### src/rtl/free_list.sv
// Physical-register free list: circular buffer with wrap-bit pointers and per-ROB head snapshots.
// Optional FL_BYPASS_EN: a release into an empty list is allocatable in the same cycle.
module free_list #(
    parameter int NUM_PR  = 64,
    parameter int NUM_FL  = 32,
    parameter int NUM_ROB = 32
) (
    input  logic                       clock,
    input  logic                       reset,
    input  logic                       en,
    input  logic                       dispatch_en,
    input  logic                       alloc_req,
    input  logic [$clog2(NUM_ROB)-1:0] dispatch_ROB_idx,
    input  logic                       retire_en,
    input  logic                       release_en,
    input  logic [$clog2(NUM_PR)-1:0]  Told_idx,
    input  logic                       rollback_en,
    input  logic [$clog2(NUM_ROB)-1:0] ROB_rollback_idx,
    output logic [$clog2(NUM_PR)-1:0]  T_idx,
    output logic                       FL_valid,
    output logic [$clog2(NUM_FL):0]    free_count
);
    localparam int PW = $clog2(NUM_PR);
    localparam int FW = $clog2(NUM_FL);

    typedef logic [FW:0] ptr_t;

    ptr_t          head, tail, head_post;
    logic [PW-1:0] entry [NUM_FL];
    ptr_t          snap  [NUM_ROB];
    logic          empty, full, push, pop, bypass;

    assign free_count = tail - head;
    assign empty      = (free_count == '0);
    assign full       = (free_count == ptr_t'(NUM_FL));
    // A release into a full list is dropped so the ring never overruns the head.
    assign push       = en && retire_en && release_en && !full;

`ifdef FL_BYPASS_EN
    assign bypass = empty && push;
`else
    assign bypass = 1'b0;
`endif

    assign FL_valid  = (!empty || bypass) && !rollback_en;
    assign T_idx     = bypass ? Told_idx : entry[head[FW-1:0]];
    assign pop       = en && dispatch_en && alloc_req && FL_valid;
    assign head_post = head + ptr_t'(pop);

    always_ff @(posedge clock) begin
        if (reset) begin
            head <= '0;
            tail <= ptr_t'(NUM_FL);
            for (int i = 0; i < NUM_FL; i++)
                entry[i] <= PW'(NUM_PR - NUM_FL + i);
            for (int i = 0; i < NUM_ROB; i++)
                snap[i] <= '0;
        end else if (en) begin
            // FL_valid is low during rollback, so head_post == head then.
            head <= rollback_en ? snap[ROB_rollback_idx] : head_post;
            if (push) begin
                entry[tail[FW-1:0]] <= Told_idx;
                tail                <= tail + ptr_t'(1);
            end
            if (dispatch_en)
                snap[dispatch_ROB_idx] <= head_post;
        end
    end

`ifndef SYNTHESIS
    release_while_full: assert property (@(posedge clock) disable iff (reset)
        !(en && retire_en && release_en && full));
`endif

endmodule
### config.mk
export PLATFORM = sky130hd
export DESIGN_NAME = free_list
export DESIGN_NICKNAME = d
export VERILOG_FILES = /design/src/rtl/free_list.sv
export SDC_FILE = /design/constraint.sdc
export NUM_CORES = 1
export LEC_CHECK = 0
export BUFFER_PORTS_ARGS = -buffer_cell sky130_fd_sc_hd__buf_4
export CELL_PAD_IN_SITES_DETAIL_PLACEMENT = 2
export CELL_PAD_IN_SITES_GLOBAL_PLACEMENT = 2
export CORE_ASPECT_RATIO = 1.4
export CORE_MARGIN = 2
export CORE_UTILIZATION = 36
export DETAILED_ROUTE_END_ITERATION = 7
export GPL_ROUTABILITY_DRIVEN = 0
export PLACE_DENSITY = 0.72
export SLEW_MARGIN = 5
export SYNTH_ARGS = -nofsm -noshare
export SYNTH_HDL_FRONTEND = slang
export SYNTH_SLANG_ARGS = --single-unit
### constraint.sdc
create_clock -name clock -period 3.45 [get_ports clock]
set_clock_uncertainty 0.05 [all_clocks]
set_input_delay 0.345 -clock clock [delete_from_list [all_inputs] [get_ports clock]]
set_output_delay 0.345 -clock clock [all_outputs]
set_load 0.01 [all_outputs]
==> results of run 1 <==
[power breakdown]
group	total, µW	switching (µW)	leakage (µW)	internal, µW
Sequential	5520	69.1	0.00376	5450
Combinational	1150	672	0.00254	473
Clock	4600	2010	0.000656	2590
Total	11300	2750	0.00696	8510
[cells in the mapped netlist, types with 11 or more instances]
master / n
buf_2: 14
clkbuf_1: 55
dfxtp_1: 17
a31o_1: 19
edfxtp_1: 384
nor2_1: 305
nor2b_1: 16
nand2_1: 164
nand2b_1: 41
or2_1: 17
ha_1: 11
inv_1: 15
nand3_1: 17
mux4_2: 109
mux2i_1: 11
[cell type report]
class	count	share of cell area, %
inverter	15	0.259
sequential	401	54.6
multi-input combinational	846	29.3
timing repair buffer	140	5.84
clock inverter	28	0.978
tap	650	3.74
clock buffer	49	5.24
[logic make-up after synthesis]
| group | Yosys count | share of synthesized area, % |
|---|---|---|
| AND/OR/NAND/NOR | 619 | 14.6 |
| flip-flops | 401 | 64.2 |
| multiplexers | 130 | 14.5 |
| buffers and inverters | 100 | 2.41 |
| AO/OA/AOI/OAI | 77 | 3.09 |
| adder cells (fa/ha/maj) | 12 | 0.852 |
| XOR/XNOR | 8 | 0.379 |
[through the flow]
step           hold slack [ns]  utilization, %
3_3_place_gp             0.474            39.5
2_1_floorplan            0.439               -
3_5_place_dp             0.519            39.5
4_1_cts                 0.0636            42.4
6_report                0.0956            42.8
5_1_grt                 0.0789            42.8
[what timing repair did]
action,CTS,global route
cloned,1,3
setup endpoints to repair,123,127
pin swaps,4,7
setup buffers,7,4
resized for setup,13,25
[worst max-delay path, cell delays in order, from the launching register on]
cell	delay, ns
dfxtp_2	0.33
inv_2	0.07
ha_4	0.13
inv_2	0.04
fa_2	0.53
nand2b_4	0.14
nor3_2	0.04
mux2_4	0.30
a31oi_4	0.17
and4_4	0.25
ha_4	0.18
nand3_4	0.09
nor3_4	0.27
xnor2_4	0.26
clkbuf_16	0.25
nor2_1	0.04
[registers in the layout, indices dropped and copies added (netlist names), named ones only]
name	flops
entry	192
snap	192
head	6
tail	6
[routing by layer]
layer  track usage (%)  wire, µm
met3              3.39      2690
met1              25.9     22000
met5                 0         0
met2              45.4     34300
met4              9.30      2720
[how the worst min path moves through the flow]
| stage | slack [ns] | depth (start not counted) | endpoint | startpoint |
|---|---|---|---|---|
| floorplan | 0.44 | 2 | register | head[3]$_SDFFE_PP0P_ |
| global placement | 0.47 | 2 | tail[5]$_SDFFE_PP1N_ | tail[5]$_SDFFE_PP1N_ |
| detailed placement | 0.52 | 2 | tail[5]$_SDFFE_PP1N_ | tail[5]$_SDFFE_PP1N_ |
| CTS | 0.06 | 2 | entry[30][5]$_SDFFCE_PN1P_ | Told_idx[5] |
| global route | 0.08 | 2 | entry[30][5]$_SDFFCE_PN1P_ | Told_idx[5] |
| finish | 0.1 | 2 | entry[30][5]$_SDFFCE_PN1P_ | Told_idx[5] |
==> flow_summary.json, run 1 <==
{
  "multi_input_area_mm2": 0.00638,
  "finalSetupViolations": 0,
  "fin_area_mm2": 0.0218,
  "endpoint": "snap[9][5]$_SDFFCE_PN0P_",
  "placedCellCount": 2039,
  "startpoint_type": "register",
  "cts_buffer_depth": 3,
  "drv_slew": 0,
  "synth_area_leaders": "edfxtp_1 (62%), mux4_2 (13%), nor2_1 (6.2%), nand2_1 (3.3%), dfxtp_1 (1.8%)",
  "worst_pin_slew_ns": 0.843,
  "core-area_mm2": 0.0509,
  "synth.net_count": 1383,
  "timing.final.crit_share_pct": 98.6,
  "hold_violations": 0,
  "wl_per_cell_um": 29.0,
  "synth_edf_count": 384,
  "cts_tree": "done",
  "chipWidth_um": 196,
  "die-area_mm2": 0.0533,
  "io_buffers": 36,
  "htree_levels": 2,
  "synth_ff_type": "edfxtp_1",
  "hpwlAfterDp_um": 42000,
  "clock_sinks": 401,
  "final.fill_count": 4959,
  "grt_pass1_vias": 13598,
  "clock.fmax_ghz": 0.294,
  "crit_required_ns": 3.72,
  "fin_cells": 2129,
  "ys_seq_area_share_pct": 64.2,
  "ff2ff_path_depth": 15,
  "post_dp_cell_area_mm2": 0.0201,
  "ys_ff_latch": 401,
  "avgSynthCellArea_um2": 13.7,
  "antenna_found_initial": 0,
  "ctsHoldBuffers": 0,
  "rrSetupSlack_ns": 0.05,
  "std_cell_rows": 98,
  "crit_type": "register to register",
  "grt_max_degree": 50,
  "wl_um": 61700,
  "layout_setup_ws_ns": 0.0480,
  "ff_latch_area_mm2": 0.0119,
  "r2r_end": "snap[9][5]$_SDFFCE_PN0P_",
  "final_common_cell": "edfxtp_1",
  "endpoint_kind": "register",
  "p_leak_uw": 0.00696,
  "drv_cap": 0,
  "crit_fanout": 6,
  "r2r_start": "tail[0]$_SDFFE_PP0N_",
  "syn_inst": 1347,
  "synth_top_area_share_pct": 62.3,
  "path_clk_slew_ns": 0.06,
  "ir_drop_uv": 452,
  "hold_class": "primary input to register",
  "cp_data_arrival_time_ns": 3.67,
  "antenna_left": 0,
  "clock-root-buffer": "clkbuf_16",
  "rsz0062_at_grt": "yes",
  "final_cell_mix": "edfxtp_1 (384), nor2_1 (303), nand2_1 (164), buf_4 (119), mux4_2 (109)",
  "preCtsSetupSlack_ns": -0.124,
  "relSlewSlack_pct": 43.7,
  "viasPerCell": 5.60,
  "ys.warnings.count": 0,
  "drive_above_1_share_pct": 24.5,
  "insertion_delay_ns": 0.58,
  "async_reset_ff_share_pct": 0,
  "nNetsFinal": 1482,
  "grt-ovfl-total": 0,
  "tns_ns": 0,
  "grtUsageTotal_pct": 23.6,
  "die_height_um": 272,
  "outcome": "completed",
  "firstDrtPassIters": 5,
  "cts_made_buffers": 42,
  "initial_core_util_pct": 36.4,
  "yosys.cell_types.count": 56,
  "diodes": 0,
  "synthToLayoutAreaGrowth_pct": 17.6,
  "power.total_uw": 11300,
  "grt_pass1_wl_um": 91400,
  "io_pins": 37,
  "power_per_cell_area_mw_per_mm2": 518,
  "crit_start": "tail[0]$_SDFFE_PP0N_",
  "min_period_ns": 3.40,
  "synth_top_area_cell": "edfxtp_1",
  "post-route-drc-count": 0,
  "vias": 11920,
  "syn_area_mm2": 0.0185,
  "drt_iter0_markers": 850
}
Note: power is estimated with default switching activity, not from simulation.
==> inputs of run 2 (changes only) <==
CTS_BUF_LIST = sky130_fd_sc_hd__clkbuf_4   (was default)
PLACE_DENSITY = 0.69   (was 0.72)
clock period = 4.1 ns   (was 3.45 ns; I/O delays follow)
==> run 2 against run 1 <==
  * Critical path depth shrank 10
  * Sequential power shrank 16%
  * Core utilization is 1.3 points lower
  * Die area did not move
  * Power fell by 21%
  * First-iteration DRC count is 28% lower
  * Design area decreased by 3.2%
  * Largest cell class unchanged
  * Combinational power shrank 28%
  * Wire length is 3.5% lower
  * Final cell count increased by 2.7%
  * Register-to-register slack improved by 0.28 ns
  * Clock power is 26% lower
==> flow_summary.json, run 2 (synthesized netlist as in run 1, its figures left out) <==
{
  "rsz0062_at_grt": "no",
  "timing.final.crit_share_pct": 94.3,
  "io_buffers": 36,
  "std_cell_rows": 98,
  "crit_required_ns": 3.64,
  "grt_pass1_vias": 13594,
  "drive_above_1_share_pct": 25.4,
  "die-area_mm2": 0.0533,
  "fin_cells": 2186,
  "drt_iter0_markers": 613,
  "relSlewSlack_pct": 22.3,
  "final_cell_mix": "edfxtp_1 (384), nor2_1 (305), nand2_1 (164), clkbuf_4 (150), mux4_2 (109)",
  "insertion_delay_ns": 0.83,
  "path_clk_slew_ns": 0.07,
  "drv_cap": 0,
  "synthToLayoutAreaGrowth_pct": 13.9,
  "nNetsFinal": 1500,
  "cp_data_arrival_time_ns": 3.41,
  "cts_tree": "done",
  "clock.fmax_ghz": 0.259,
  "wl_per_cell_um": 27.2,
  "crit_type": "register to output pin",
  "p_leak_uw": 0.00675,
  "finalSetupViolations": 0,
  "antenna_found_initial": 3,
  "hold_class": "primary input to register",
  "post-route-drc-count": 0,
  "clock-root-buffer": "clkbuf_4",
  "min_period_ns": 3.87,
  "hold_violations": 0,
  "power_frac_clock_pct": 38.5,
  "crit_fanout": 23,
  "io_pins": 37,
  "htree_levels": 3,
  "viasPerCell": 5.46,
  "power_per_cell_area_mw_per_mm2": 423,
  "largestRegisters": "entry (192), snap (192)",
  "clock_sinks": 401,
  "core-area_mm2": 0.0509,
  "cts_made_buffers": 103,
  "drv_slew": 0,
  "p_switching_uw": 2270,
  "hold_ws_ns": 0.103,
  "chipWidth_um": 196,
  "placedCellCount": 1999,
  "seqPwrFrac_pct": 52.3,
  "worst_pin_slew_ns": 1.16,
  "ir_drop_uv": 237,
  "hpwlAfterDp_um": 40600,
  "grt_pass1_wl_um": 88300,
  "endpoint_kind": "output pin",
  "antenna_left": 0,
  "wl_um": 59500,
  "grtUsageTotal_pct": 22.9,
  "grt-ovfl-total": 0,
  "die_height_um": 272,
  "vias": 11940,
  "outcome": "completed",
  "final_common_cell": "edfxtp_1",
  "p_sw_share_pct": 25.5,
  "combPwrFrac_pct": 9.3,
  "firstDrtPassIters": 4,
  "tns_ns": 0,
  "p_int_uw": 6630,
  "grt_max_degree": 64,
  "initial_core_util_pct": 36.4,
  "startpoint_type": "register",
  "cts_buffer_depth": 3
}
## run 2: final timing paths
kind / from / cells after the start / slack [ns] / endpoint
hold reg to reg: head[3]$_SDFFE_PP0P_ / 2 / 0.53 / head[3]$_SDFFE_PP0P_
setup reg to reg: tail[0]$_SDFFE_PP0N_ / 14 / 0.33 / register
setup / recovery: register / 5 / 0.23 / T_idx[2]
hold / removal: ROB_rollback_idx[2] / 3 / 0.10 / head[5]$_SDFFE_PP0P_
## run 2: critical path: stages (launching register included)
cell and delay [ns]:
dfxtp_4 0.71, buf_4 0.34, mux4_2 0.59, mux4_2 0.49
mux2_2 0.29, buf_4 0.15
## run 2: routing by layer
layer  part of all wire [%]  track usage, %  vias to the layer above
met5                  0.077               0                        -
met4                    3.8            10.3                        4
met3                    4.0            3.71                      127
met2                     56            44.1                      291
met1                     36            24.3                     6261
li1                       -               -                     5257
## run 2: final cells by class
class | count | area (µm²)
fill | 5082 | 29800
sequential | 401 | 11900
multi-input combinational | 846 | 6240
clock buffer | 150 | 1130
timing repair buffer | 97 | 828
tap | 650 | 813
clock inverter | 26 | 129
inverter | 15 | 56.3
antenna | 1 | 2.50
## run 2: repair_timing
item | 4_1_cts | 5_1_grt
endpoints found under the hold margin | 34 | 0
endpoints found under the setup margin | 0 | 19
setup buffers | 0 | 0
gates resized for setup | 0 | 4
hold buffers | 10 | 0
## run 2: power groups by stage
| stage | combinational, µW | sequential, µW | clock (µW) |
|---|---|---|---|
| after global routing | 880 | 4670 | 3680 |
| after floorplan | 518 | 4690 | 0 |
| final | 825 | 4650 | 3420 |
| after global placement | 809 | 4730 | 0 |
| after detailed placement | 828 | 4750 | 0 |
| after CTS | 838 | 4660 | 3520 |
## run 2: metrics by stage
step	total power [µW]	cell area (µm²)	setup WS (ns)	utilization [%]
after floorplan	5210	18500	0.407	-
after global placement	5540	19700	0.429	38.7
after detailed placement	5570	19700	0.284	38.7
after CTS	9010	21000	0.101	41.4
after global routing	9230	21100	0.0688	41.4
final	8900	21100	0.233	41.4
==> inputs of run 3 (changes only) <==
clock period = 4.4 ns   (was 4.1 ns; I/O delays follow)
==> run 3 against run 2 <==
  * Clock-buffer cell count is 8 lower
  * Setup slack better by 0.18 ns
  * Global-route usage is 0.067 points higher
  * First-iteration DRC count is 34% higher
  * Sequential share of layout area is 0.46 points higher
==> flow_summary.json, run 3 (synthesized netlist as in run 1, its figures left out) <==
{
  "drive_above_1_share_pct": 24.3,
  "startpoint_type": "register",
  "die_height_um": 272,
  "grt_pass1_vias": 13679,
  "multi_input_area_mm2": 0.00622,
  "min_period_ns": 3.99,
  "die-area_mm2": 0.0533,
  "clock.fmax_ghz": 0.251,
  "core-area_mm2": 0.0509,
  "fin_cells": 2179,
  "critPathTopFamily": "adder cells",
  "cts_tree": "done",
  "cp_common_cell": "ha_1",
  "grt_max_degree": 75,
  "p_leak_uw": 0.00667,
  "crit_type": "register to register",
  "antenna_left": 0,
  "cts_made_buffers": 101,
  "crit_chain": "inv_1 -> ha_1 -> inv_1 -> fa_1 -> xor2_1 -> nor3_1 -> mux2_2 -> a31oi_1 -> and4_1 -> ha_1 -> ha_1 -> nand3_1 -> xnor2_2 -> buf_4 -> nor2_1 -> mux2i_1 -> o32ai_1",
  "synthToLayoutAreaGrowth_pct": 12.9,
  "post-route-drc-count": 0,
  "ir_drop_uv": 201,
  "finalSetupViolations": 0,
  "ff_latch_area_mm2": 0.0119,
  "vias": 11918,
  "outcome": "completed",
  "clock-root-buffer": "clkbuf_4",
  "grtUsageTotal_pct": 23.0,
  "crit_required_ns": 4.99,
  "hpwlAfterDp_um": 40000,
  "postCtsSetupBuffers": 0,
  "grt-ovfl-total": 0,
  "chipWidth_um": 196,
  "std_cell_rows": 98,
  "crit_fanout": 21,
  "critPathBufInv": 3,
  "cts_buffer_depth": 3,
  "largestRegisters": "entry (192), snap (192)",
  "power_per_cell_area_mw_per_mm2": 394,
  "antenna_found_initial": 1,
  "endpoint_kind": "register",
  "hold_class": "primary input to register",
  "final.fill_count": 5087,
  "viasPerCell": 5.47,
  "rsz0062_at_grt": "no",
  "tns_ns": 0,
  "slowest_delay_ns": 0.40,
  "grt_pass1_wl_um": 88900,
  "timing.final.crit_share_pct": 90.7,
  "relSlewSlack_pct": 21.2,
  "path_clk_slew_ns": 0.07,
  "clock_sinks": 401,
  "drt_iter0_markers": 821,
  "worst_pin_slew_ns": 1.18,
  "io_pins": 37,
  "nNetsFinal": 1484,
  "drv_slew": 0,
  "wl_um": 59300,
  "utilization_pct": 41.1,
  "placedCellCount": 1987,
  "io_buffers": 36,
  "power.total_uw": 8240,
  "initial_core_util_pct": 36.4,
  "rrSetupSlack_ns": 0.41,
  "firstDrtPassIters": 5,
  "hold_violations": 0,
  "htree_levels": 3,
  "final_cell_mix": "edfxtp_1 (384), nor2_1 (305), nand2_1 (164), clkbuf_4 (142), mux4_2 (109)",
  "insertion_delay_ns": 0.85,
  "cp_data_arrival_time_ns": 4.58,
  "wl_per_cell_um": 27.2,
  "final_common_cell": "edfxtp_1",
  "drv_cap": 0,
  "cpMaxStageDelayCell": "fa_1"
}
==> run 3: final timing paths <==
kind | start | depth (start not counted) | endpoint
worst max-delay path | tail[0]$_SDFFE_PP0N_ | 17 | head[4]$_SDFFE_PP0P_
worst min-delay path | rollback_en | 4 | register
worst min register to register | head[3]$_SDFFE_PP0P_ | 2 | head[3]$_SDFFE_PP0P_
worst max register to register | tail[0]$_SDFFE_PP0N_ | 17 | head[4]$_SDFFE_PP0P_
==> run 3: worst register-to-register path, stage by stage (launching register included) <==
cell	delay (ns)
dfxtp_1	0.38
inv_1	0.15
ha_1	0.19
inv_1	0.06
fa_1	0.40
xor2_1	0.27
nor3_1	0.09
mux2_2	0.30
a31oi_1	0.21
and4_1	0.22
ha_1	0.20
ha_1	0.27
nand3_1	0.15
xnor2_2	0.19
buf_4	0.31
nor2_1	0.08
mux2i_1	0.14
o32ai_1	0.12
==> run 3: area by class of cell <==
type                    count  share of cell area [%]
diodes                      1                  0.0120
clock inverters            41                   0.898
repair buffers             83                    3.26
multi-input cells         846                    29.7
flip-flops and latches    401                    56.8
well taps                 650                    3.89
inverters                  15                   0.269
clock buffers             142                    5.10
==> run 3: per-layer routing <==
metal,part of all wire (%),GRT usage [%],vias up
li1,-,-,5230
met2,55,43.8,352
met1,36,24.4,6204
met3,4.3,3.74,132
met5,0,0,-
met4,4.3,11.3,0
==> run 3: what timing repair did <==
item,4_1_cts,5_1_grt
hold buffers,8,0
endpoints found under the hold margin,33,0
resized for setup,0,0
setup endpoints to repair,0,0
==> run 3: per-stage QoR <==
stage | hold slack (ns) | setup WS, ns | area, µm²
2_1_floorplan | 0.439 | 0.707 | 18500
3_3_place_gp | 0.476 | 0.677 | 19600
3_5_place_dp | 0.497 | 0.481 | 19600
4_1_cts | 0.00281 | 0.397 | 20900
5_1_grt | 0.0916 | 0.101 | 20900
6_report | 0.0836 | 0.410 | 20900
==> run 3: power breakdown <==
part,internal [µW],switching [µW]
Sequential,4270,63.6
Combinational,288,469
Clock,1550,1600
